$ cat config.mk
export PLATFORM = sky130hd
export DESIGN_NAME = tank_motion
export DESIGN_NICKNAME = d
export VERILOG_FILES = /design/src/rtl/tank_motion.sv
export SDC_FILE = /design/constraint.sdc
export NUM_CORES = 1
export LEC_CHECK = 0
export CAP_MARGIN = 25
export CORE_MARGIN = 2
export CORE_UTILIZATION = 50
export DETAILED_ROUTE_END_ITERATION = 16
export PLACE_DENSITY = 0.84
export SETUP_SLACK_MARGIN = 0.4
export SLEW_MARGIN = 10
export SYNTH_ARGS = -nofsm -noshare
export SYNTH_HDL_FRONTEND = slang
export SYNTH_SLANG_ARGS = --single-unit
$ cat constraint.sdc
create_clock -name Clk -period 4.3 [get_ports Clk]
set_input_delay 1.075 -clock Clk [delete_from_list [all_inputs] [get_ports Clk]]
set_output_delay 1.075 -clock Clk [all_outputs]
set_load 0.005 [all_outputs]
$ cat src/rtl/tank_motion.sv
// Grid-locked tank position/heading controller: one keycode decision per video frame,
// then a glide of one full 32-px cell at STEP px per frame.
module tank_motion #(
  parameter int unsigned START_CX  = 0,
  parameter int unsigned START_CY  = 0,
  parameter int unsigned STEP      = 4,
  parameter logic [7:0]  KEY_UP    = 8'h1A,
  parameter logic [7:0]  KEY_LEFT  = 8'h04,
  parameter logic [7:0]  KEY_DOWN  = 8'h16,
  parameter logic [7:0]  KEY_RIGHT = 8'h07
) (
  input  logic       Clk,
  input  logic       Reset,
  input  logic       frame_clk,
  input  logic [7:0] keycode,
  input  logic [9:0] OtherX,
  input  logic [9:0] OtherY,
  output logic [9:0] TankX,
  output logic [9:0] TankY,
  output logic [1:0] TankDir,
  output logic       Moving
);

  localparam logic [9:0] START_X  = 10'(START_CX * 32);
  localparam logic [9:0] START_Y  = 10'(START_CY * 32);
  localparam logic [9:0] STEP_PX  = 10'(STEP);
  localparam logic [5:0] STEP_REM = 6'(STEP);
  localparam logic [5:0] CELL_PX  = 6'd32;

  typedef enum logic {IDLE = 1'b0, MOVE = 1'b1} state_t;

  state_t     state_reg, state_next;
  logic [9:0] x_reg, x_next;
  logic [9:0] y_reg, y_next;
  logic [1:0] dir_reg, dir_next;
  logic [5:0] remaining_reg, remaining_next;
  logic       frame_sync_reg, frame_clk_q;
  logic       tick;

  logic       key_valid;
  logic [1:0] key_dir;
  logic [4:0] cur_col, cur_row, tgt_col, tgt_row;
  logic       off_grid, blocked;

  // frame_clk is sampled once before edge detection, so a frame strobe acts on the
  // second Clk edge after it rises.
  assign tick = frame_sync_reg & ~frame_clk_q;

  always_ff @(posedge Clk) begin
    if (Reset) begin
      state_reg      <= IDLE;
      x_reg          <= START_X;
      y_reg          <= START_Y;
      dir_reg        <= 2'b00;
      remaining_reg  <= 6'd0;
      frame_sync_reg <= 1'b0;
      frame_clk_q    <= 1'b0;
    end else begin
      state_reg      <= state_next;
      x_reg          <= x_next;
      y_reg          <= y_next;
      dir_reg        <= dir_next;
      remaining_reg  <= remaining_next;
      frame_sync_reg <= frame_clk;
      frame_clk_q    <= frame_sync_reg;
    end
  end

  always_comb begin
    key_valid = 1'b1;
    key_dir   = 2'b00;
    if (keycode == KEY_UP)         key_dir = 2'b00;
    else if (keycode == KEY_RIGHT) key_dir = 2'b01;
    else if (keycode == KEY_DOWN)  key_dir = 2'b10;
    else if (keycode == KEY_LEFT)  key_dir = 2'b11;
    else                           key_valid = 1'b0;
  end

  assign cur_col = x_reg[9:5];
  assign cur_row = y_reg[9:5];

  always_comb begin
    tgt_col  = cur_col;
    tgt_row  = cur_row;
    off_grid = 1'b0;
    unique case (key_dir)
      2'b00: begin off_grid = (cur_row == 5'd0);  tgt_row = cur_row - 5'd1; end
      2'b01: begin off_grid = (cur_col == 5'd19); tgt_col = cur_col + 5'd1; end
      2'b10: begin off_grid = (cur_row == 5'd14); tgt_row = cur_row + 5'd1; end
      2'b11: begin off_grid = (cur_col == 5'd0);  tgt_col = cur_col - 5'd1; end
    endcase
    blocked = off_grid ||
              (({5'b0, tgt_col} == (OtherX >> 5)) && ({5'b0, tgt_row} == (OtherY >> 5)));
  end

  always_comb begin
    state_next     = state_reg;
    x_next         = x_reg;
    y_next         = y_reg;
    dir_next       = dir_reg;
    remaining_next = remaining_reg;
    if (tick) begin
      unique case (state_reg)
        IDLE: begin
          // Heading follows the key even when the move itself is refused.
          if (key_valid) begin
            dir_next = key_dir;
            if (!blocked) begin
              state_next     = MOVE;
              remaining_next = CELL_PX;
            end
          end
        end
        MOVE: begin
          unique case (dir_reg)
            2'b00: y_next = y_reg - STEP_PX;
            2'b01: x_next = x_reg + STEP_PX;
            2'b10: y_next = y_reg + STEP_PX;
            2'b11: x_next = x_reg - STEP_PX;
          endcase
          remaining_next = remaining_reg - STEP_REM;
          if (remaining_reg == STEP_REM) state_next = IDLE;
        end
      endcase
    end
  end

  assign TankX   = x_reg;
  assign TankY   = y_reg;
  assign TankDir = dir_reg;
  assign Moving  = (state_reg == MOVE);

endmodule
==> results.py, run 1 <==
metrics = {
    "cells_and_area": {
        "fill_cells": 379,
        "layout-drive-gt1-share_pct": 10.4,
        "layout.nets": 382,
        "final_core_utilization_pct": 66.6,
        "antennaDiodeCount": 0,
        "layoutNonFillerInstCount": 378,
        "flow.area_growth_from_synthesis_pct": 28.3,
    },
    "route": {
        "drt_first_pass_iters": 4,
        "routed_wl_um": 5310,
        "via_per_inst": 5.62,
        "route.antenna.remaining_nets": 0,
        "drc": 0,
        "drt_iter0_markers": 89,
        "routed-via-count": 2124,
        "wire_per_inst_um": 14.1,
    },
    "synth": {
        "syn_area_per_cell_um2": 8.07,
        "netlist_area_mm2": 0.00226,
        "yosys.area.top_type_share_pct": 22.1,
        "synth_edf_count": 0,
        "most_used_dff_post_synth": "sky130_fd_sc_hd__dfxtp_1",
        "netlist_instances": 280,
        "synth.yosys.warnings": 0,
        "synth_seq_area_share_pct": 22.1,
        "synthArstFlopShare_pct": 0,
        "ys_top_cells_by_area": "sky130_fd_sc_hd__dfxtp_1 22%, sky130_fd_sc_hd__ha_1 11%, sky130_fd_sc_hd__xnor2_1 8.5%, sky130_fd_sc_hd__a21oi_1 5.3%, sky130_fd_sc_hd__xor2_1 3.9%",
        "synth.largest_area_cell": "sky130_fd_sc_hd__dfxtp_1",
        "yosys_register_bits": 25,
        "post_synth_num_cell_types": 54,
    },
    "cts": {
        "insertion_delay_ns": 0.27,
        "numClockSinks": 25,
        "clk_pin_slew_ns": 0.09,
        "cts_root_buffer": "sky130_fd_sc_hd__clkbuf_8",
        "htree_levels": 1,
        "clock_tree_from_tritoncts": "yes",
        "number_of_buffers_inserted_during_clock_tree_synthesis": 3,
        "count_of_hold_buffers_inserted_by_post_cts_repair": 0,
        "cts_max_path_buffers": 2,
    },
    "floorplanning": {
        "die_height_um": 71.2,
        "die-area_mm2": 0.00508,
        "rows": 24,
        "design.core.area_mm2": 0.00435,
        "die_width_um": 71.2,
        "start_util_pct": 51.9,
        "io_pins": 54,
    },
    "outcome": {
        "status": "finished, final reports clean",
    },
    "global_route": {
        "groute.usage.overall_pct": 21.2,
        "overflow": 0,
        "grt_start_max_net_pins": 29,
        "first_pass_grt_wire_length_um": 8960,
        "number_of_antenna_violations_at_the_first_check_in_global_routing": 0,
        "first_global_vias": 2052,
    },
    "worst_setup_path": {
        "cp.arrival_ns": 3.89,
        "register_to_register_setup_slack_ns": 1.16,
        "r2r-start": "TankDir[1]$_SDFFE_PP0P_",
        "crit_path_start_kind": "input port",
        "worst-path-max-fanout": 9,
        "critPathKind": "input port to flip-flop",
        "worst_setup_startpoint": "keycode[4]",
        "end_kind": "flip-flop",
        "critPathRequiredTime_ns": 4.47,
    },
    "placed_design": {
        "dp.cells": 370,
        "hpwl_um": 3900,
        "place_worst_setup_slack_ns": -0.0523,
        "place.port_buffers": 39,
        "gp_congestion": 0.852,
    },
    "power_and_ir_drop": {
        "power-per-cell-area_mw_per_mm2": 152,
        "ir_drop_v": 0.000117,
        "power_leakage_nw": 1.23,
        "total_power_w": 0.000441,
    },
    "timing": {
        "final_critical_path_required_period_ns": 3.73,
        "timing.max_slew.rel_slack_pct": 49.3,
        "fin_hold_viols": 0,
        "unrepaired_setup_endpoints_after_global_routing": "false",
        "finClkSkew_ns": 0.00173,
        "postLayoutSetupSlackWorst_ns": 0.572,
        "finalCritPeriodShare_pct": 86.7,
        "final-max-slew-violation-count": 0,
        "max_freq_mhz": 268,
        "worst_pin_slew_ns": 0.741,
        "report.final.setup_viol": 0,
        "hold_ws_ns": 0.474,
    },
    "hold_path": {
        "worst_hold_path_type": "flip-flop to flip-flop",
        "hold_start": "frame_sync_reg$_SDFF_PP0_",
    },
    "flow_run": {
        "max_cap_viol_count": 0,
    },
}
cells in the mapped netlist, drive strengths merged, types with 4 or more instances:
cell type,count
clkbuf,8
mux2i,6
o21ai,11
nor2b,11
nand2b,4
nor2,19
nand3,8
buf,5
xnor2,22
inv,17
a21oi,24
a21o,7
nor3,13
nand2,18
dfxtp,25
ha,20
xor2,10
fa,4
layout by cell type (no fill, tap or decap), drive strengths merged, types with 4 or more instances in the layout:
| cell type | synthesis | routed |
|---|---|---|
| conb | 1 | 4 |
| nor2b | 11 | 11 |
| nand2b | 4 | 4 |
| buf | 5 | 13 |
| a21o | 7 | 7 |
| inv | 17 | 17 |
| nand2 | 18 | 18 |
| xnor2 | 22 | 22 |
| o21ai | 11 | 11 |
| mux2i | 6 | 6 |
| clkdlybuf4s50 | 0 | 32 |
| nor2 | 19 | 19 |
| dfxtp | 25 | 25 |
| xor2 | 10 | 10 |
| dlymetal6s2s | 0 | 7 |
| nor3 | 13 | 13 |
| fa | 4 | 4 |
| a21oi | 24 | 24 |
| ha | 20 | 20 |
| nand3 | 8 | 8 |
stage by stage:
stage	TNS [ns]	cell area, um2
4_1_cts	0	2820
5_1_grt	0	2900
6_report	0	2900
3_3_place_gp	-0.0245	2720
2_1_floorplan	0	2270
3_5_place_dp	-0.0987	2720
final timing paths:
check,cells past startpoint,endpoint
min,1,frame_clk_q$_SDFF_PP0_
max,12,remaining_reg[5]$_SDFFE_PP0P_
max reg2reg,10,TankX[9]$_SDFFE_PP0P_
min reg2reg,1,frame_clk_q$_SDFF_PP0_
where the power goes:
group / switching, W / total, W / internal, W / leakage, nW
Combinational: 0.0000311 / 0.0000643 / 0.0000332 / 0.999
Sequential: 0.000000342 / 0.000233 / 0.000232 / 0.202
Clock: 0.0000787 / 0.000144 / 0.0000650 / 0.0255
Total: 0.000110 / 0.000441 / 0.000330 / 1.23
routing by layer:
| metal | part of all wire (%) | vias up | routed length, um | GRT usage [%] |
|---|---|---|---|---|
| met5 | 0 | - | 0 | 0 |
| li1 | - | 1075 | - | - |
| met1 | 47 | 986 | 2510 | 27.9 |
| met3 | 3.8 | 13 | 202 | 1.83 |
| met2 | 47 | 50 | 2480 | 36.5 |
| met4 | 2.3 | 0 | 121 | 7.34 |
worst max-delay path: stages:
cell and delay, ns:
sky130_fd_sc_hd__clkdlybuf4s50_1 0.68, sky130_fd_sc_hd__nand2_1 0.17, sky130_fd_sc_hd__nor2_4 0.18, sky130_fd_sc_hd__inv_2 0.07
sky130_fd_sc_hd__ha_1 0.27, sky130_fd_sc_hd__a21o_1 0.20, sky130_fd_sc_hd__a21oi_2 0.14, sky130_fd_sc_hd__xnor2_1 0.13
sky130_fd_sc_hd__nand3_1 0.14, sky130_fd_sc_hd__a211oi_4 0.34, sky130_fd_sc_hd__a31oi_4 0.16, sky130_fd_sc_hd__o31a_1 0.33
area by class of cell:
| cell class | instances | area (um2) | area share [%] |
|---|---|---|---|
| multi-input cells | 227 | 1700 | 58.8 |
| repair buffers | 52 | 517 | 17.8 |
| flip-flops and latches | 25 | 500 | 17.3 |
| inverters | 18 | 67.6 | 2.33 |
| well taps | 52 | 65.1 | 2.24 |
| clock buffers | 3 | 41.3 | 1.42 |
| clock inverters | 1 | 5.00 | 0.173 |
kinds of logic after synthesis:
| logic type | count (synthesis) | synth area share [%] |
|---|---|---|
| simple gates | 94 | 21.7 |
| compound gates | 66 | 19.7 |
| xor+xnor | 32 | 12.4 |
| buf+inv | 31 | 6.14 |
| flops | 25 | 22.1 |
| fa+ha+maj | 24 | 14.6 |
| mux | 7 | 3.15 |
| other cells | 1 | 0.166 |
what timing repair did:
| item | CTS | global route |
|---|---|---|
| buffers inserted | 0 | 3 |
| gates resized for setup | 11 | 11 |
| pin swaps | 4 | 15 |
| setup endpoints to repair | 5 | 5 |
(Power assumes the default switching activity.)
==> inputs of run 2 (changes only) <==
SETUP_SLACK_MARGIN = not set   (was 0.4)
==> run 2 against run 1 <==
Critical path depth grew 1. Core utilization shrank 2.6 points. First-iteration DRC count grew 3.4%. Sequential power is essentially flat. Power shrank 0.79%. Sequential share of layout area grew 0.70 points. Die area is the same. Non-clock buffer count shrank 3. Count of clock-buffer cells in the layout is the same. Via count shrank 1.7%. Critical endpoint unchanged.
==> results.py, run 2 (synthesis results as in run 1) <==
metrics = {
    "outcome": {
        "status": "finished, final reports clean",
    },
    "timing": {
        "report.final.setup_viol": 0,
        "hold_ws_ns": 0.477,
        "setup-tns-final_ns": 0,
        "postLayoutSetupSlackWorst_ns": 0.235,
        "final_critical_path_required_period_ns": 4.07,
        "worst_pin_slew_ns": 0.740,
        "finClkSkew_ns": 0.00130,
        "unrepaired_setup_endpoints_after_global_routing": "false",
        "max_freq_mhz": 246,
        "finalCritPeriodShare_pct": 94.5,
        "timing.max_slew.rel_slack_pct": 49.4,
        "final-max-slew-violation-count": 0,
        "fin_hold_viols": 0,
    },
    "global_route": {
        "groute.usage.overall_pct": 20.5,
        "first_pass_grt_wire_length_um": 8710,
        "number_of_antenna_violations_at_the_first_check_in_global_routing": 0,
        "first_global_vias": 2008,
        "overflow": 0,
        "grt_start_max_net_pins": 29,
    },
    "cts": {
        "cts_root_buffer": "sky130_fd_sc_hd__clkbuf_8",
        "post-cts-setup-buffer-count": 0,
        "clock_tree_from_tritoncts": "yes",
        "insertion_delay_ns": 0.27,
        "numClockSinks": 25,
        "clk_pin_slew_ns": 0.09,
        "htree_levels": 1,
        "cts_max_path_buffers": 2,
        "number_of_buffers_inserted_during_clock_tree_synthesis": 3,
        "count_of_hold_buffers_inserted_by_post_cts_repair": 0,
    },
    "worst_setup_path": {
        "register_to_register_setup_slack_ns": 1.15,
        "crit_path_start_kind": "input port",
        "critPathKind": "input port to flip-flop",
        "critPathRequiredTime_ns": 4.46,
        "worst-path-max-fanout": 4,
        "end_kind": "flip-flop",
        "cp.arrival_ns": 4.23,
    },
    "flow_run": {
        "max_cap_viol_count": 0,
    },
    "placed_design": {
        "dp.cells": 370,
        "gp_congestion": 0.852,
        "hpwl_um": 3900,
        "place_worst_setup_slack_ns": -0.0523,
        "place.port_buffers": 39,
    },
    "cells_and_area": {
        "highest_count_cells_in_the_layout_ignoring_fill_and_taps": "39 x sky130_fd_sc_hd__clkdlybuf4s50_1, 25 x sky130_fd_sc_hd__dfxtp_1, 24 x sky130_fd_sc_hd__a21oi_1",
        "layout-drive-gt1-share_pct": 6.81,
        "layout.nets": 379,
        "flow.area_growth_from_synthesis_pct": 23.3,
        "antennaDiodeCount": 0,
        "mostFrequentLayoutCell": "sky130_fd_sc_hd__clkdlybuf4s50_1",
        "layoutNonFillerInstCount": 375,
    },
    "floorplanning": {
        "die_width_um": 71.2,
        "die_height_um": 71.2,
        "die-area_mm2": 0.00508,
        "rows": 24,
        "io_pins": 54,
        "design.core.area_mm2": 0.00435,
        "start_util_pct": 51.9,
    },
    "route": {
        "drt_iter0_markers": 92,
        "via_per_inst": 5.57,
        "met3_length_um": 185,
        "route.antenna.remaining_nets": 0,
        "drc": 0,
        "wire_per_inst_um": 13.7,
        "routed_wl_um": 5130,
        "post_route_met1_wirelength_um": 2460,
        "routed-via-count": 2088,
        "met2_length_um": 2440,
        "drt_first_pass_iters": 4,
        "routed.top_layer": "met4",
    },
    "power_and_ir_drop": {
        "power-per-cell-area_mw_per_mm2": 157,
        "ir_drop_v": 0.000116,
        "power_leakage_nw": 1.13,
        "total_power_w": 0.000437,
    },
    "hold_path": {
        "worst_hold_path_type": "flip-flop to flip-flop",
    },
}
## run 2: timing repair
action                                  in CTS  in global routing
gates resized for setup                      0                  1
hold endpoints to repair                     0                  0
endpoints found under the setup margin       0                  1
## run 2: layout make-up
cell class	instances	area [um2]
Clock buffer	3	41.3
Clock inverter	1	5.00
Fill cell	395	1570
Inverter	18	67.6
Multi-Input combinational cell	227	1640
Sequential cell	25	500
Tap cell	52	65.1
Timing Repair Buffer	49	473
## run 2: final timing paths
kind	from	endpoint	cells after the start
max	keycode[2]	remaining_reg[5]$_SDFFE_PP0P_	13
min	frame_sync_reg$_SDFF_PP0_	frame_clk_q$_SDFF_PP0_	1
max reg2reg	TankDir[0]$_SDFFE_PP0P_	TankX[9]$_SDFFE_PP0P_	10
min reg2reg	frame_sync_reg$_SDFF_PP0_	frame_clk_q$_SDFF_PP0_	1
## run 2: layer usage
layer / vias up / GRT usage, %
met5: - / 0
met4: 0 / 5.24
met3: 6 / 1.69
met2: 41 / 35.9
met1: 970 / 27.4
li1: 1071 / -
## run 2: power by group
group	internal (W)	switching (W)	leakage [nW]	total, W
Clock	0.0000649	0.0000776	0.0255	0.000143
Combinational	0.0000330	0.0000289	0.907	0.0000619
Sequential	0.000232	0.000000357	0.202	0.000233
Total	0.000330	0.000107	1.13	0.000437
## run 2: stage by stage
step           utilization (%)  instance area (um2)
6_report                  64.0                 2790
2_1_floorplan                -                 2270
3_3_place_gp              62.6                 2720
4_1_cts                   63.6                 2770
5_1_grt                   64.0                 2790
3_5_place_dp              62.6                 2720
## run 2: worst max-delay path, cell delays in order
cell,delay (ns)
sky130_fd_sc_hd__clkdlybuf4s50_1,0.47
sky130_fd_sc_hd__or3b_1,0.38
sky130_fd_sc_hd__or2_1,0.29
sky130_fd_sc_hd__nor2_2,0.21
sky130_fd_sc_hd__inv_1,0.11
sky130_fd_sc_hd__ha_1,0.28
sky130_fd_sc_hd__a21o_1,0.18
sky130_fd_sc_hd__a21oi_1,0.18
sky130_fd_sc_hd__xnor2_1,0.14
sky130_fd_sc_hd__nand3_1,0.11
sky130_fd_sc_hd__a211oi_2,0.32
sky130_fd_sc_hd__a31oi_2,0.20
sky130_fd_sc_hd__o31a_1,0.28
==> inputs of run 3 (changes only) <==
ABC_AREA = 1   (was not set)
CORE_UTILIZATION = 51   (was 50)
PLACE_DENSITY = 0.85   (was 0.84)
==> run 3 against run 2 <==
First-iteration DRC count rose by 11%. Worst hold slack got worse by 0.042 ns. Critical path depth grew 8. Final cell count up 19%. Maximum frequency rose by 14%. Sequential share of layout area grew 0.081 points. Combinational power is 25% lower. Synthesized area up 2.7%. Worst setup slack improved by 0.51 ns. Non-clock buffer count is 10 lower. Via count up 8.9%. Die area up 0.60%. Critical path type unchanged. Critical endpoint is now remaining_reg[4]$_SDFFE_PP0P_. Largest power group unchanged.
==> results.py, run 3 <==
metrics = {
    "outcome": {
        "status": "finished, final reports clean",
    },
    "power_and_ir_drop": {
        "power_leakage_nw": 1.39,
        "power-per-cell-area_mw_per_mm2": 151,
        "ir_drop_v": 0.000140,
    },
    "cells_and_area": {
        "layout-drive-gt1-share_pct": 5.85,
        "final_core_utilization_pct": 63.3,
        "layout.nets": 449,
        "highest_count_cells_in_the_layout_ignoring_fill_and_taps": "74 x sky130_fd_sc_hd__nand2_1, 57 x sky130_fd_sc_hd__inv_1, 39 x sky130_fd_sc_hd__clkdlybuf4s50_1",
        "antennaDiodeCount": 0,
        "mostFrequentLayoutCell": "sky130_fd_sc_hd__nand2_1",
        "flow.area_growth_from_synthesis_pct": 19.6,
    },
    "timing": {
        "final_critical_path_required_period_ns": 3.55,
        "finalCritPeriodShare_pct": 82.6,
        "report.final.setup_viol": 0,
        "setup-tns-final_ns": 0,
        "unrepaired_setup_endpoints_after_global_routing": "false",
        "finClkSkew_ns": 0.00159,
        "worst_pin_slew_ns": 0.621,
        "max_freq_mhz": 282,
        "fin_hold_viols": 0,
        "timing.max_slew.rel_slack_pct": 58.5,
        "final-max-slew-violation-count": 0,
        "hold_ws_ns": 0.435,
    },
    "global_route": {
        "routing_usage_on_met2_pct": 34.3,
        "global_route.usage.met1_pct": 27.0,
        "grt_start_max_net_pins": 16,
        "overflow": 0,
        "globalRoute.busiestLayer": "met2",
        "first_global_vias": 2042,
        "groute.usage.overall_pct": 20.0,
        "first_pass_grt_wire_length_um": 8540,
        "globalRouteMet3Util_pct": 1.69,
        "number_of_antenna_violations_at_the_first_check_in_global_routing": 0,
    },
    "worst_setup_path": {
        "critPathKind": "input port to flip-flop",
        "worst-path-max-fanout": 7,
        "critPathRequiredTime_ns": 4.44,
        "cpPeakStageDelay_ns": 0.48,
        "critical_path.slowest_cell": "sky130_fd_sc_hd__clkdlybuf4s50_1",
        "end_kind": "flip-flop",
        "most_frequent_cp_cell": "sky130_fd_sc_hd__nand2_1",
        "path_cells": "clkdlybuf4s50_1 -> nand2_1 -> nor2_1 -> nand2_1 -> ha_1 -> a21oi_1 -> nand2_1 -> nand2_1 -> nand2_1 -> nand2_1 -> nand2_1 -> nand2_1 -> nand2_1 -> nor2_1 -> nand2_1 -> nor2_1 -> nand2_1 -> nand2_2 -> nand2_2 -> nand2_1 -> a21oi_1",
        "crit_buf_inv": 1,
        "cp_top_family": "simple AND/OR/NAND/NOR gates",
        "crit_path_start_kind": "input port",
        "cp.arrival_ns": 3.69,
    },
    "floorplanning": {
        "design.core.area_mm2": 0.00438,
        "io_pins": 54,
        "die_width_um": 71.5,
        "start_util_pct": 52.9,
        "rows": 24,
        "die_height_um": 71.5,
        "die-area_mm2": 0.00511,
    },
    "cts": {
        "htree_levels": 1,
        "count_of_hold_buffers_inserted_by_post_cts_repair": 0,
        "post-cts-setup-buffer-count": 0,
        "clock_tree_from_tritoncts": "yes",
        "clk_pin_slew_ns": 0.08,
        "cts_root_buffer": "sky130_fd_sc_hd__clkbuf_8",
        "number_of_buffers_inserted_during_clock_tree_synthesis": 3,
        "cts_max_path_buffers": 2,
        "cts.repair.resized": 0,
        "insertion_delay_ns": 0.27,
        "numClockSinks": 25,
    },
    "placed_design": {
        "hpwl_um": 3950,
        "gp_congestion": 0.868,
        "place.port_buffers": 39,
    },
    "route": {
        "drc": 0,
        "routed-via-count": 2273,
        "drt_iter0_markers": 102,
        "routed_wl_um": 5080,
        "via_per_inst": 5.11,
        "wire_per_inst_um": 11.4,
        "route.antenna.remaining_nets": 0,
        "drt_first_pass_iters": 4,
    },
    "synth": {
        "post_synth_num_cell_types": 33,
        "synth.largest_area_cell": "sky130_fd_sc_hd__dfxtp_1",
        "synth.most_common_cell": "sky130_fd_sc_hd__nand2_1",
        "ys_top_cells_by_count": "74 x sky130_fd_sc_hd__nand2_1, 57 x sky130_fd_sc_hd__inv_1, 31 x sky130_fd_sc_hd__a21oi_1",
        "ys_top_cells_by_area": "sky130_fd_sc_hd__dfxtp_1 22%, sky130_fd_sc_hd__nand2_1 12%, sky130_fd_sc_hd__ha_1 11%, sky130_fd_sc_hd__inv_1 9.2%, sky130_fd_sc_hd__a21oi_1 6.7%",
        "synthArstFlopShare_pct": 0,
        "netlist_area_mm2": 0.00232,
        "synth.yosys.warnings": 0,
        "most_used_dff_post_synth": "sky130_fd_sc_hd__dfxtp_1",
        "synth_edf_count": 0,
        "netlist_instances": 354,
        "synth_seq_area_share_pct": 21.6,
        "yosys_register_bits": 25,
        "syn_area_per_cell_um2": 6.56,
        "yosys.area.top_type_share_pct": 21.6,
    },
    "hold_path": {
        "worst_hold_path_type": "flip-flop to flip-flop",
    },
    "flow_run": {
        "max_cap_viol_count": 0,
    },
}
==> run 3: cell types whose count changed in the layout (fill, tap and decap cells not counted), moves of 11 or more <==
cell and delta:
sky130_fd_sc_hd__nor2_1 +11, sky130_fd_sc_hd__o21ai_0 +14, sky130_fd_sc_hd__inv_1 +40, sky130_fd_sc_hd__xnor2_1 -19, sky130_fd_sc_hd__nor2b_1 -11, sky130_fd_sc_hd__nand3_1 +22
sky130_fd_sc_hd__nand2_1 +56
==> run 3: worst register-to-register path, delay by kind of cell, from the launching register on <==
family                     cells  cell delay, ns
buffers and inverters          1            0.21
adders and majority gates      1            0.31
DFF                            1            0.41
and+or+nand+nor                9            0.76
AOI/OAI and AO/OA              3            0.38
xor gates and xnor gates       1            0.17
==> run 3: path summary, 6_finish.rpt <==
path | to | cells past startpoint | from | slack (ns)
worst max register to register | TankX[9]$_SDFFE_PP0P_ | 15 | TankDir[1]$_SDFFE_PP0P_ | 2.00
worst min-delay path | frame_clk_q$_SDFF_PP0_ | 2 | frame_sync_reg$_SDFF_PP0_ | 0.44
worst max-delay path | remaining_reg[4]$_SDFFE_PP0P_ | 21 | keycode[4] | 0.75
worst min register to register | frame_clk_q$_SDFF_PP0_ | 2 | frame_sync_reg$_SDFF_PP0_ | 0.44
==> run 3: where the power goes <==
part | internal [W] | switching, W | leakage (nW) | total (W)
sequential | 0.000232 | 0.000000352 | 0.202 | 0.000233
combinational | 0.0000246 | 0.0000222 | 1.17 | 0.0000467
clock | 0.0000664 | 0.0000734 | 0.0228 | 0.000140
==> run 3: cells by family (layout without fill, tap and decap cells) <==
kind of cell    after synthesis  count (layout)  synth area share (%)
simple gates                163             163                  32.1
buf+inv                      66             102                  12.0
compound gates               58              58                  13.2
flops                        25              25                  21.6
fa+ha+maj                    24              24                  14.2
xor+xnor                     17              17                  6.74
other cells                   1               4                 0.162
==> run 3: layout make-up <==
cell class                      instances  area, um2
Inverter                               59        221
Fill cell                             400       1610
Sequential cell                        25        500
Multi-Input combinational cell        266       1550
Tap cell                               52       65.1
Clock buffer                            4       45.0
Timing Repair Buffer                   39        390
==> run 3: routing by layer <==
metal,up-vias,wire length (um)
li1,1209,-
met1,1014,2420
met2,43,2360
met3,7,220
met4,0,73
met5,-,0
==> run 3: per-stage QoR <==
| stage | setup slack, ns | total power (W) | instance area, um2 | instances |
|---|---|---|---|---|
| floorplan | 1.35 | 0.000263 | 2330 | 357 |
| global placement | 0.642 | 0.000283 | 2730 | 441 |
| detailed placement | 0.543 | 0.000284 | 2730 | 441 |
| CTS | 0.804 | 0.000421 | 2780 | 445 |
| global route | 0.514 | 0.000435 | 2780 | 445 |
| finish | 0.748 | 0.000419 | 2780 | 445 |
